--- config.mk ---
export PLATFORM = sky130hd
export DESIGN_NAME = ser_core_gen
export DESIGN_NICKNAME = d
export VERILOG_FILES = /design/src/rtl/ser_core_gen.sv
export SDC_FILE = /design/constraint.sdc
export NUM_CORES = 1
export LEC_CHECK = 0
export BUFFER_PORTS_ARGS = -buffer_cell sky130_fd_sc_hd__clkbuf_2
export CORE_MARGIN = 1.5
export CORE_UTILIZATION = 60
export DETAILED_ROUTE_END_ITERATION = 12
export HOLD_SLACK_MARGIN = 0.12
export PLACE_DENSITY = 0.8
export SYNTH_ARGS = -nofsm -noshare
export SYNTH_HDL_FRONTEND = slang
export SYNTH_SLANG_ARGS = --single-unit
--- constraint.sdc ---
create_clock -name clk -period 4.9 [get_ports clk]
set_input_delay 0.98 -clock clk [delete_from_list [all_inputs] [get_ports clk]]
set_output_delay 0.98 -clock clk [all_outputs]
set_load 0.05 [all_outputs]
--- src/rtl/ser_core_gen.sv ---
`timescale 1ns/1ps
`default_nettype none
// ============================================================================
//  Module   : ser_core_gen
//  Purpose  : Full-duplex asynchronous serial transceiver. TX holding
//             register plus shifter, RX with 2-flop synchronizer and
//             oversampled centre alignment, first-word-fall-through RX FIFO,
//             sticky framing/parity/overrun flags, optional two-tone output.
//  Options  : SERGEN_TWO_TONE_EN - when defined, cfgTwoTone=1 makes SOD
//             carry toneA (mark) / toneB (space) instead of the raw bit.
//  Ports    : clk, nInit (async active-low reset)
//             txTick/rxTick     bit-rate and oversample tick pulses
//             cfgParity/Stop2/TwoTone, toneA/toneB  configuration and tones
//             txWr/txData/txFull/txBusy/txDone      transmit side
//             SID/SOD                               serial line in/out
//             rxRd/rxData/rxEmpty/rxCount/rxDone    receive FIFO side
//             framerr/parerr/overrun/clrErr         sticky error flags
//  Revision : 1.0  initial release
// ============================================================================
module ser_core_gen #(
    parameter int DATA_BITS  = 8,
    parameter int FIFO_DEPTH = 4,
    parameter int OVS        = 16
) (
    input  logic                         clk,
    input  logic                         nInit,
    input  logic                         txTick,
    input  logic                         rxTick,
    input  logic [1:0]                   cfgParity,
    input  logic                         cfgStop2,
    input  logic                         cfgTwoTone,
    input  logic                         toneA,
    input  logic                         toneB,
    input  logic                         txWr,
    input  logic [DATA_BITS-1:0]         txData,
    output logic                         txFull,
    output logic                         txBusy,
    output logic                         txDone,
    input  logic                         SID,
    output logic                         SOD,
    input  logic                         rxRd,
    output logic [DATA_BITS-1:0]         rxData,
    output logic                         rxEmpty,
    output logic [$clog2(FIFO_DEPTH):0]  rxCount,
    output logic                         rxDone,
    output logic                         framerr,
    output logic                         parerr,
    output logic                         overrun,
    input  logic                         clrErr
);

    localparam int PTR_W = $clog2(FIFO_DEPTH);
    localparam int CNT_W = PTR_W + 1;
    localparam int OS_W  = $clog2(OVS);
    localparam int BC_W  = $clog2(DATA_BITS);

    localparam logic [OS_W-1:0]  OS_HALF = OS_W'(OVS / 2 - 1);
    localparam logic [OS_W-1:0]  OS_LAST = OS_W'(OVS - 1);
    localparam logic [BC_W-1:0]  BC_LAST = BC_W'(DATA_BITS - 1);
    localparam logic [CNT_W-1:0] CNT_FULL = CNT_W'(FIFO_DEPTH);

    // Parity bit for a data word: 01 even, 10 odd, 11 mark.
    function automatic logic par_calc(input logic [DATA_BITS-1:0] d,
                                      input logic [1:0]           mode);
        case (mode)
            2'b01:   par_calc = ^d;
            2'b10:   par_calc = ~^d;
            default: par_calc = 1'b1;
        endcase
    endfunction

    // ------------------------------------------------------------------
    // Transmitter
    // ------------------------------------------------------------------
    typedef enum logic [2:0] {
        TX_IDLE   = 3'd0,
        TX_START  = 3'd1,
        TX_DATA   = 3'd2,
        TX_PARITY = 3'd3,
        TX_STOP1  = 3'd4,
        TX_STOP2  = 3'd5
    } tx_state_t;

    tx_state_t            tx_state;
    logic [DATA_BITS-1:0] tx_hold;
    logic [DATA_BITS-1:0] tx_shift;
    logic [BC_W-1:0]      tx_cnt;
    logic                 tx_bit;      // line level of the current bit
    logic                 tx_par_bit;
    logic                 tx_par_en;
    logic                 tx_stop2;

    always_ff @(posedge clk or negedge nInit) begin
        if (!nInit) begin
            tx_state   <= TX_IDLE;
            tx_hold    <= '0;
            tx_shift   <= '0;
            tx_cnt     <= '0;
            tx_bit     <= 1'b1;
            tx_par_bit <= 1'b0;
            tx_par_en  <= 1'b0;
            tx_stop2   <= 1'b0;
            txFull     <= 1'b0;
            txBusy     <= 1'b0;
            txDone     <= 1'b0;
        end else begin
            txDone <= 1'b0;
            if (txWr && !txFull) begin
                tx_hold <= txData;
                txFull  <= 1'b1;
            end
            if (txTick) begin
                case (tx_state)
                    TX_IDLE: begin
                        if (txFull) begin
                            // Frame configuration is frozen here so a
                            // mid-frame register write cannot corrupt it.
                            tx_shift   <= tx_hold;
                            tx_par_bit <= par_calc(tx_hold, cfgParity);
                            tx_par_en  <= (cfgParity != 2'b00);
                            tx_stop2   <= cfgStop2;
                            txFull     <= 1'b0;
                            txBusy     <= 1'b1;
                            tx_bit     <= 1'b0;
                            tx_state   <= TX_START;
                        end
                    end
                    TX_START: begin
                        tx_bit   <= tx_shift[0];
                        tx_shift <= tx_shift >> 1;
                        tx_cnt   <= '0;
                        tx_state <= TX_DATA;
                    end
                    TX_DATA: begin
                        if (tx_cnt == BC_LAST) begin
                            if (tx_par_en) begin
                                tx_bit   <= tx_par_bit;
                                tx_state <= TX_PARITY;
                            end else begin
                                tx_bit   <= 1'b1;
                                tx_state <= TX_STOP1;
                            end
                        end else begin
                            tx_cnt   <= tx_cnt + 1'b1;
                            tx_bit   <= tx_shift[0];
                            tx_shift <= tx_shift >> 1;
                        end
                    end
                    TX_PARITY: begin
                        tx_bit   <= 1'b1;
                        tx_state <= TX_STOP1;
                    end
                    TX_STOP1: begin
                        if (tx_stop2) begin
                            tx_state <= TX_STOP2;
                        end else begin
                            txBusy   <= 1'b0;
                            txDone   <= 1'b1;
                            tx_state <= TX_IDLE;
                        end
                    end
                    TX_STOP2: begin
                        txBusy   <= 1'b0;
                        txDone   <= 1'b1;
                        tx_state <= TX_IDLE;
                    end
                    default: tx_state <= TX_IDLE;
                endcase
            end
        end
    end

    // Output register: the line is always one flop after tx_bit so that
    // the tone-modulated and raw paths share the same latency.
    always_ff @(posedge clk or negedge nInit) begin
        if (!nInit) begin
            SOD <= 1'b1;
        end else begin
`ifdef SERGEN_TWO_TONE_EN
            SOD <= cfgTwoTone ? (tx_bit ? toneA : toneB) : tx_bit;
`else
            SOD <= tx_bit;
`endif
        end
    end

`ifndef SERGEN_TWO_TONE_EN
    logic unused_tone;
    assign unused_tone = &{1'b0, cfgTwoTone, toneA, toneB};
`endif

    // ------------------------------------------------------------------
    // Receiver
    // ------------------------------------------------------------------
    typedef enum logic [2:0] {
        RX_IDLE   = 3'd0,
        RX_START  = 3'd1,
        RX_DATA   = 3'd2,
        RX_PARITY = 3'd3,
        RX_STOP   = 3'd4
    } rx_state_t;

    rx_state_t            rx_state;
    logic                 rx_s1;
    logic                 rx_s2;
    logic [OS_W-1:0]      rx_os;
    logic [BC_W-1:0]      rx_cnt;
    logic [DATA_BITS-1:0] rx_shift;
    logic [1:0]           rx_mode;
    logic                 rx_par_bit;
    logic                 push_req;
    logic [DATA_BITS-1:0] push_word;

    always_ff @(posedge clk or negedge nInit) begin
        if (!nInit) begin
            rx_s1 <= 1'b1;
            rx_s2 <= 1'b1;
        end else begin
            rx_s1 <= SID;
            rx_s2 <= rx_s1;
        end
    end

    always_ff @(posedge clk or negedge nInit) begin
        if (!nInit) begin
            rx_state   <= RX_IDLE;
            rx_os      <= '0;
            rx_cnt     <= '0;
            rx_shift   <= '0;
            rx_mode    <= 2'b00;
            rx_par_bit <= 1'b0;
            push_req   <= 1'b0;
            push_word  <= '0;
            rxDone     <= 1'b0;
            framerr    <= 1'b0;
            parerr     <= 1'b0;
        end else begin
            rxDone   <= 1'b0;
            push_req <= 1'b0;
            // Clear first; a set later in this block overrides it.
            if (clrErr) begin
                framerr <= 1'b0;
                parerr  <= 1'b0;
            end
            if (rxTick) begin
                case (rx_state)
                    RX_IDLE: begin
                        if (!rx_s2) begin
                            rx_os    <= '0;
                            rx_mode  <= cfgParity;
                            rx_state <= RX_START;
                        end
                    end
                    RX_START: begin
                        // Half a bit in: still low means a real start bit,
                        // and restarting the count centres later samples.
                        if (rx_os == OS_HALF) begin
                            rx_os <= '0;
                            if (rx_s2) begin
                                rx_state <= RX_IDLE;
                            end else begin
                                rx_cnt   <= '0;
                                rx_state <= RX_DATA;
                            end
                        end else begin
                            rx_os <= rx_os + 1'b1;
                        end
                    end
                    RX_DATA: begin
                        if (rx_os == OS_LAST) begin
                            rx_os    <= '0;
                            rx_shift <= {rx_s2, rx_shift[DATA_BITS-1:1]};
                            if (rx_cnt == BC_LAST) begin
                                rx_state <= (rx_mode != 2'b00) ? RX_PARITY : RX_STOP;
                            end else begin
                                rx_cnt <= rx_cnt + 1'b1;
                            end
                        end else begin
                            rx_os <= rx_os + 1'b1;
                        end
                    end
                    RX_PARITY: begin
                        if (rx_os == OS_LAST) begin
                            rx_os      <= '0;
                            rx_par_bit <= rx_s2;
                            rx_state   <= RX_STOP;
                        end else begin
                            rx_os <= rx_os + 1'b1;
                        end
                    end
                    RX_STOP: begin
                        if (rx_os == OS_LAST) begin
                            rx_os <= '0;
                            if ((rx_mode != 2'b00) &&
                                (rx_par_bit != par_calc(rx_shift, rx_mode))) begin
                                parerr <= 1'b1;
                            end
                            if (!rx_s2) begin
                                framerr <= 1'b1;
                            end
                            push_req  <= 1'b1;
                            push_word <= rx_shift;
                            rxDone    <= 1'b1;
                            rx_state  <= RX_IDLE;
                        end else begin
                            rx_os <= rx_os + 1'b1;
                        end
                    end
                    default: rx_state <= RX_IDLE;
                endcase
            end
        end
    end

    // ------------------------------------------------------------------
    // Receive FIFO (first-word-fall-through)
    // ------------------------------------------------------------------
    logic [DATA_BITS-1:0] mem [FIFO_DEPTH];
    logic [PTR_W-1:0]     wr_ptr;
    logic [PTR_W-1:0]     rd_ptr;
    logic                 fifo_full;
    logic                 do_push;
    logic                 do_pop;

    assign rxEmpty   = (rxCount == '0);
    assign fifo_full = (rxCount == CNT_FULL);
    assign do_pop    = rxRd && !rxEmpty;
    // When full, a simultaneous pop frees the slot the push needs.
    assign do_push   = push_req && (!fifo_full || do_pop);
    assign rxData    = rxEmpty ? '0 : mem[rd_ptr];

    always_ff @(posedge clk) begin
        if (do_push) begin
            mem[wr_ptr] <= push_word;
        end
    end

    always_ff @(posedge clk or negedge nInit) begin
        if (!nInit) begin
            wr_ptr  <= '0;
            rd_ptr  <= '0;
            rxCount <= '0;
            overrun <= 1'b0;
        end else begin
            if (do_push) begin
                wr_ptr <= wr_ptr + 1'b1;
            end
            if (do_pop) begin
                rd_ptr <= rd_ptr + 1'b1;
            end
            case ({do_push, do_pop})
                2'b10:   rxCount <= rxCount + 1'b1;
                2'b01:   rxCount <= rxCount - 1'b1;
                default: rxCount <= rxCount;
            endcase
            if (clrErr) begin
                overrun <= 1'b0;
            end
            if (push_req && !do_push) begin
                overrun <= 1'b1;
            end
        end
    end

endmodule
`default_nettype wire

Word-level counts from Yosys, hierarchy flattened:

Memory sizes are Yosys's and may differ from the RTL's.
Cells that the tools add are included.

* add/subtract/negate cells: 7
* equal/unequal tests: 33
* muxes and demuxes: 66
* bitwise gates (word level): 1
* reduce and logical (&&, ||, !) cells: 41

Operator list (count)
* 3-bit two-way mux: 16
* 1-bit two-way mux: 31
* 3-bit case mux with 5 select lines: 2
* 3-bit AND reduction: 9
* 8-bit two-way mux: 3
* 2-bit != test, second input constant: 12
* 8-bit case mux with 3 select lines: 1
* 3-bit equality test, second input constant: 6
* 3-bit case mux with 2 select lines: 3
* 8-bit XNOR reduction: 2
* 8-bit parity: 2
* 3-bit by 2-bit equality test with 1-bit output, second input constant: 4
* 4-bit two-way mux: 3
* 4-bit case mux with 3 select lines: 1
* 2-bit nonzero test: 6
* 3-bit by 1-bit adder with 3-bit output, second input constant: 3
* 3-bit logical NOT: 3
* 3-bit nonzero test: 3
* 4-bit AND reduction: 2
* 7-bit AND reduction: 1
* 2-bit by 1-bit equality test with 1-bit output, second input constant: 3
* 2-bit equality test, second input constant: 3
* 3-bit by 1-bit equality test with 1-bit output, second input constant: 2
* 1-bit case mux with 2 select lines: 3
* 16 further kinds: 24

* register bits after elaboration: 72
* RAM bits: 32
* bits of input ports: 22
* output and inout port bits: 20
* memories: 1

Memories
* mem: words 4, bits a word 8, read ports 1, clocked after memory_dff 0, wr ports 1, line 318 `logic [DATA_BITS-1:0] mem [FIFO_DEPTH];`

Logic depth before layout (Yosys ltp):

Gate-level depths: netlist of the first run.

* word-level depth: 11
* depth in mapped cells: 9

Worst setup path after synthesis of the first run:

Ideal clock, no wire load.

* path kind: input to register
* from: input port rxRd
* to: register rxCount[2]
* data arrival time: 2.432 ns
* path slack: 2.319 ns
* stages on the path: 9
* path buffers: 1
* cell sequence: clkbuf_1 > nor2b_1 > nand2_1 > fa_1 > nand2b_1 > nor2_1 > a21oi_1 > a2bb2oi_1 > o21ai_0

* cells in the longest elaborated chain, start to end: 5
* elaborated cells on any way between the ends: 7
* those cells by class: eq/ne (2); mux (1); reduce/logical (4)

RTL lines
* start: declaration: line 41 `input logic rxRd,`
* 1-bit logical AND (*): line 327 `assign do_pop = rxRd && !rxEmpty;`
* 1-bit logical OR: line 329 `assign do_push = push_req && (!fifo_full || do_pop);`
* 1-bit logical AND: line 329
* 2-bit by 1-bit equality test with 1-bit output or 2-bit equality test (tied branches): line 351 `case ({do_push, do_pop})`
* 3-bit case mux with 2 select lines or 2-bit nonzero test (tied branches)
* end signal: assignment: line 352 `2'b10: rxCount <= rxCount + 1'b1;`
* end signal: assignment: line 353 `2'b01: rxCount <= rxCount - 1'b1;`
* end signal: assignment: line 354 `default: rxCount <= rxCount;`
* end: declaration: line 44 `output logic [$clog2(FIFO_DEPTH):0] rxCount,`

Mark *: on every way between the ends. The rest lies on a longest branch, timed or not.
A chain may end at the register's enable or synchronous reset.

Final worst setup path of the first run:

* from: register rd_ptr[0]
* to: output port rxData[0]

* cells in the longest elaborated chain, start to end: 2

RTL lines
* start: declaration: line 320 `logic [PTR_W-1:0] rd_ptr;`
* start signal: assignment: line 349 `rd_ptr <= rd_ptr + 1'b1;`
* memory 4 x 8 bit
* 8-bit two-way mux: line 330 `assign rxData = rxEmpty ? '0 : mem[rd_ptr];`
* end: declaration: line 42 `output logic [DATA_BITS-1:0] rxData,`

Every way passes these cells.

==> run_results.csv, run 1 <==
group,metric,value,unit
timing,grt_setup_unrepaired,"false",
critical_path,crit_required,3.92,ns
final_layout,syn2layout_area_growth,9.407,%
critical_path,reg2regPathDepth,6,
synth,synthCells,392,
hold_path,hold_path_depth,0,
final_layout,drive_gt1_frac,0.2286,
critical_path,cp-start-kind,"flop",
timing,fin_crit_sh,0.6264,
die,io_pins,42,
synth,synth_nets,430,
clock_network,post_cts_buffers,0,
critical_path,crit_slowest_cell,"dfrtp_1",
synth,synth.top_cell.area_share,0.3534,
synth,ys_types,46,
synth,syn_area_per_cell,12.28,um2
timing,min_period,3.069,ns
hold_path,hold_class,"reg -> reg",
synth,ys.flop_type,"dfrtp_1",
placed_design,port-buffer-count,38,
synth,synth_compound_area_frac,0.08446,
synth,synth-simple-area-share,0.1089,
detailed_routing,vias,3049,
hold_path,min_to,"rx_s2",
grt,grt_max_degree,38,
detailed_routing,drc,0,
critical_path,worstPathArrival,2.09,ns
timing,fmax,0.3258,GHz
timing,finalSetupTns,0,ns
critical_path,slowest_delay,0.72,ns
timing,setup_viol,0,
power,p_leak,0.002340,uW
critical_path,rr_endpoint,"rxCount[1]",
grt,antenna_found_initial,0,
timing,holdWs,0.3686,ns
die,die-width,92.58,um
critical_path,path_max_fanout,10,
timing,max_slew_margin,0.4563,
timing,slew_violations,0,
power,max-vdd-ir-drop,0.3969,mV
detailed_routing,vias_per_cell,5.699,
synth,ys_seq_area_frac,0.5748,
grt,grt_pass1_vias,3082,
detailed_routing,wire_per_inst,14.69,um
placed_design,dp_hpwl,5567,um
synth,synth_fa_ha_area_frac,0.04314,
critical_path,cp_top_family,"flip-flops",
synth,ys_ff_latch,104,
outcome,status,"complete, no violations",
synth,synth_area,4815,um2
critical_path,crit_type,"reg -> out",
die,coreArea,7767,um2
clock_network,worstSkewPairLatency,0.38,ns
clock_network,holdBufCountCts,0,
synth,synth_xor_xnor_area_share,0.03820,
timing,worst_pin_slew,0.8156,ns
hold_path,hp-start,"rx_s1",
die,rows,32,
detailed_routing,drt-total-wl,7857,um
power,power.density,555.8,nW/um2
clock_network,cts_buffer_depth,2,
critical_path,crit_chain,"mux4_2 -> and2_1 -> clkbuf_2",
clock_network,cts-root-buf,"clkbuf_8",
detailed_routing,dr.pass1.iters,4,
timing,hold_viol_final,0,
critical_path,rr_startpoint,"rxCount[1]",
synth,yosys_warnings,0,
clock_network,cts_made_buffers,9,
final_layout,num-nets-final,466,
clock_network,cts_tree,"done",
run,drv_cap,0,
synth,synth_top_family_by_area,"multiplexers",
critical_path,r2r_slack,2.74,ns
synth,synth_edf_count,32,
final_layout,antennaDiodeCount,0,
critical_path,end_kind,"primary output",
die,start_util,0.6198,
synth,yosys-mux-area-fraction,0.1214,
synth,synth_area_leaders,"dfrtp_1 35%, edfxtp_1 20%, mux2_2 6.3%, ha_1 3.9%, mux4_2 3.7%",
placed_design,gp_congestion,0.7990,
timing,skew,0.01482,ns
grt,grt_pass1_wl,13720,um
detailed_routing,ant_nets,0,
clock_network,cts_resized,0,
die,die_h,92.58,um
synth,yosys-top-cells-count,"68 x dfrtp_1, 35 x nand2_1, 32 x edfxtp_1, 28 x o21ai_0, 27 x mux2_2",
synth,ys_async_sr_fraction,0.6923,
synth,synth_most_common_cell,"dfrtp_1",
grt,grt.overflow.total,0,
grt,track_usage,0.2077,
clock_network,clk_pin_slew_worst_paths,0.11,ns
synth,synth_top_area_cell,"dfrtp_1",
final_layout,fill_cells,599,
clock_network,cts-htree-levels,3,
final_layout,seq_area,2768,um2
die,die-area,8571,um2
critical_path,path_buf_inv,1,
clock_network,cts_sinks,104,
detailed_routing,first_iter_violations,118,
final_layout,multi_input_area,1907,um2
[worst max path at each step]
stage                 endpoint  slack [ns]  startpoint  cells past startpoint
finish               rxData[0]        1.83   rd_ptr[0]                      3
global route         rxData[5]        1.72   rd_ptr[0]                      3
CTS                  rxData[0]        1.77   rd_ptr[0]                      3
detailed placement  rxCount[2]        2.17        rxRd                      9
global placement     rxData[6]        2.22   rd_ptr[0]                      3
floorplan           rxCount[2]        2.32        rxRd                      9
[cells in the final DEF (no fill, tap or decap), types with 3 or more instances in the layout]
master	n
nor2_1	19
dfrtp_1	68
and3_1	3
clkbuf_8	9
nand2_1	35
a21oi_1	16
edfxtp_1	32
o22ai_1	4
dfstp_2	4
clkbuf_2	37
mux4_2	8
nand3b_1	3
nor3b_1	3
o211ai_1	5
mux2_2	27
xnor2_1	19
nor2_2	3
nor2b_1	9
ha_1	15
nor3_1	3
and2_1	13
nand4_1	4
mux2i_1	10
o21ai_0	28
inv_1	19
nand3_1	6
[area by class of cell]
type,instances,area share
Clock inverter,7,0.01378
Multi-Input combinational cell,255,0.3620
Clock buffer,9,0.02352
Inverter,19,0.01354
Timing Repair Buffer,39,0.03753
Tap cell,102,0.02423
Sequential cell,104,0.5254
[worst reg2reg max path: cells and delay by family, from the launching register on]
kind                     cells  cell delay, ns
AND/OR/NAND/NOR              3            0.90
flip-flops                   1            0.44
adder cells (fa/ha/maj)      1            0.44
AO/OA/AOI/OAI                2            0.31
[logic make-up (layout without fill, tap and decap cells)]
kind of cell             after synthesis  in the layout
AND/OR/NAND/NOR                      106            106
flip-flops                           104            104
XOR/XNOR                              21             21
adder cells (fa/ha/maj)               16             16
AO/OA/AOI/OAI                         67             67
buffers and inverters                 33             74
multiplexers                          45             45
[sequential cells by signal, indices dropped and copies added (netlist names), 2 cells and up]
signal / flops
rx_os: 4
push_word: 8
tx_hold: 8
rx_shift: 8
rx_cnt: 3
wr_ptr: 2
tx_state: 3
mem: 32
tx_cnt: 3
rx_state: 3
rx_mode: 2
tx_shift: 8
rxCount: 3
rd_ptr: 2
[where the power goes]
group | total [uW] | switching (uW) | leakage [uW] | internal [uW]
Sequential | 1290 | 219 | 0.00125 | 1070
Clock | 523 | 323 | 0.0000970 | 201
Combinational | 1110 | 643 | 0.000995 | 471
[metrics by stage]
step	setup WS [ns]	util	power, uW	instances	instance area (um2)
final	1.831	0.6782	2928	535	5268
after global routing	1.717	0.6782	3129	535	5268
after CTS	1.770	0.6782	2950	535	5268
after detailed placement	2.169	0.6529	2426	519	5071
after global placement	2.224	0.6529	2381	519	5071
after floorplan	2.319	-	2208	392	4815
[layer usage]
metal  vias to the layer above  track usage  part of all wire  routed length, um
met3                        11      0.04516             0.029                229
li1                       1455            -                 -                  -
met2                        68       0.3627              0.50               3938
met5                         -            0                 0                  0
met4                         0      0.08974             0.018                142
met1                      1515       0.2466              0.45               3547
(Power assumes the default switching activity.)
==> run 2, diff against run 1 <==
- CORE_UTILIZATION: 60 -> 59
- PLACE_DENSITY: 0.8 -> 0.79
- clock period: 4.9 -> 3 ns (I/O delays scaled with it)
==> run 2 against run 1 <==
  * Non-clock buffer count is the same
  * Clock skew is 0.00089 ns lower
  * Final cell count unchanged
  * Wire length rose by 0.88%
  * Global-route usage is 0.72 points lower
  * Die area grew 1.6%
  * Worst setup slack got worse by 1.5 ns
  * Flip-flop and latch count stayed put
  * Sequential power grew 64%
  * Utilization up 0.15 points
  * Count of clock-buffer cells in the layout did not move
  * Largest power group unchanged
==> run_results.csv, run 2 (synthesis gave the netlist of run 1 again) <==
group,metric,value,unit
detailed_routing,vias,3008,
clock_network,cts-htree-levels,3,
run,drv_cap,0,
power,power.density,913.2,nW/um2
critical_path,crit_start,"rd_ptr[0]",
clock_network,cts-root-buf,"clkbuf_8",
final_layout,largest-register,"mem",
critical_path,r2r_slack,0.79,ns
placed_design,place_ws,0.6675,ns
final_layout,utilization,0.6796,
timing,finalSetupTns,0,ns
timing,setup_viol,0,
detailed_routing,drc,0,
clock_network,clk_pin_slew_worst_paths,0.11,ns
clock_network,cts_buffer_depth,2,
die,die-area,8711,um2
detailed_routing,dr.pass1.iters,4,
final_layout,final_common_cell,"dfrtp_1",
die,rows,32,
detailed_routing,first_iter_violations,105,
detailed_routing,ant_nets,0,
grt,grt_max_degree,46,
critical_path,crit_type,"reg -> out",
clock_network,cts_resized,0,
timing,hold_viol_final,0,
hold_path,hold_class,"in -> async",
critical_path,rr_endpoint,"rxCount[1]",
die,coreArea,7807,um2
die,die-width,93.34,um
final_layout,largest_reg_flops,32,
clock_network,cts_sinks,104,
clock_network,post_cts_buffers,0,
timing,fin_crit_sh,0.8870,
clock_network,cts_tree,"done",
grt,busiest_layer,"met2",
timing,worst_pin_slew,0.6452,ns
final_layout,most-common-layout-cells,"68 x dfrtp_1, 37 x clkbuf_2, 35 x nand2_1",
timing,skew,0.01392,ns
grt,use_met3,0.03496,
detailed_routing,drt-total-wl,7926,um
timing,fmax,0.3758,GHz
grt,grt_pass1_wl,13610,um
detailed_routing,vias_per_cell,5.622,
critical_path,crit_slowest_cell,"dfrtp_1",
die,io_pins,42,
critical_path,crit_chain,"mux4_2 -> and2_1 -> clkbuf_2",
clock_network,holdBufCountCts,0,
critical_path,path_max_fanout,10,
timing,slew_violations,0,
critical_path,slowest_delay,0.72,ns
outcome,status,"complete, no violations",
grt,met1_usage,0.2508,
die,start_util,0.6167,
placed_design,dp_cells,519,
power,p_leak,0.002356,uW
critical_path,reg2regPathDepth,6,
timing,max_slew_margin,0.5690,
power,max-vdd-ir-drop,0.6327,mV
final_layout,layout.cells.non_filler,535,
critical_path,crit_required,2.40,ns
grt,grt.overflow.total,0,
placed_design,dp_hpwl,5610,um
grt,antenna_found_initial,0,
placed_design,port-buffer-count,38,
placed_design,gp_congestion,0.7930,
critical_path,cp-start-kind,"flop",
grt,globalRouteMet2Util,0.3388,
timing,grt_setup_unrepaired,"false",
die,die_h,93.34,um
grt,track_usage,0.2005,
final_layout,antennaDiodeCount,0,
timing,min_period,2.661,ns
clock_network,cts_made_buffers,9,
critical_path,end_kind,"primary output",
grt,grt_pass1_vias,3068,
clock_network,worstSkewPairLatency,0.37,ns
final_layout,drive_gt1_frac,0.2286,
final_layout,syn2layout_area_growth,10.21,%
critical_path,worstPathArrival,2.06,ns
timing,fin_ws,0.3390,ns
critical_path,rr_startpoint,"rxCount[1]",
final_layout,num-nets-final,466,
detailed_routing,wire_per_inst,14.81,um
[run 2: cell count changes in the layout (fill, tap and decap cells not counted), sizes merged]
cell    delta
bufinv     +1
inv        -1
[run 2: where the power goes]
group | internal [uW] | switching (uW) | leakage [uW] | total, uW
Combinational | 770 | 1040 | 0.000999 | 1810
Sequential | 1750 | 359 | 0.00125 | 2110
Clock | 411 | 513 | 0.000108 | 924
Total | 2930 | 1920 | 0.00236 | 4850
[run 2: worst max path at each step]
| stage | to | cells after the start |
|---|---|---|
| final | rxData[6] | 3 |
| after global placement | rxData[4] | 3 |
| after floorplan | rxCount[2] | 9 |
| after CTS | rxData[6] | 3 |
| after global routing | rxData[6] | 3 |
| after detailed placement | rxCount[2] | 9 |
[run 2: layer usage]
layer / vias to the layer above / share of wire
li1: 1452 / -
met1: 1463 / 0.44
met2: 83 / 0.50
met3: 10 / 0.043
met4: 0 / 0.016
met5: - / 0
[run 2: cell type report]
| class | instances | area [um2] |
|---|---|---|
| Clock buffer | 9 | 123.9 |
| Inverter | 19 | 71.32 |
| Timing Repair Buffer | 39 | 210.2 |
| Tap cell | 102 | 127.6 |
| Clock inverter | 7 | 98.84 |
| Multi-Input combinational cell | 255 | 1907 |
| Sequential cell | 104 | 2768 |
| Fill cell | 575 | 2501 |
[run 2: through the flow]
stage	hold WS [ns]	total power, uW	instance area [um2]
final	0.2411	4846	5306
after global routing	0.2753	5185	5306
after CTS	0.2564	4892	5306
after detailed placement	0.3469	3961	5084
after global placement	0.3464	3889	5084
after floorplan	0.3044	3607	4815
[run 2: critical path: cells and delay by family (launching register included)]
family / cells / cell delay [ns]
AND/OR/NAND/NOR: 1 / 0.17
flip-flops: 1 / 0.72
multiplexers: 1 / 0.58
buffers and inverters: 1 / 0.23
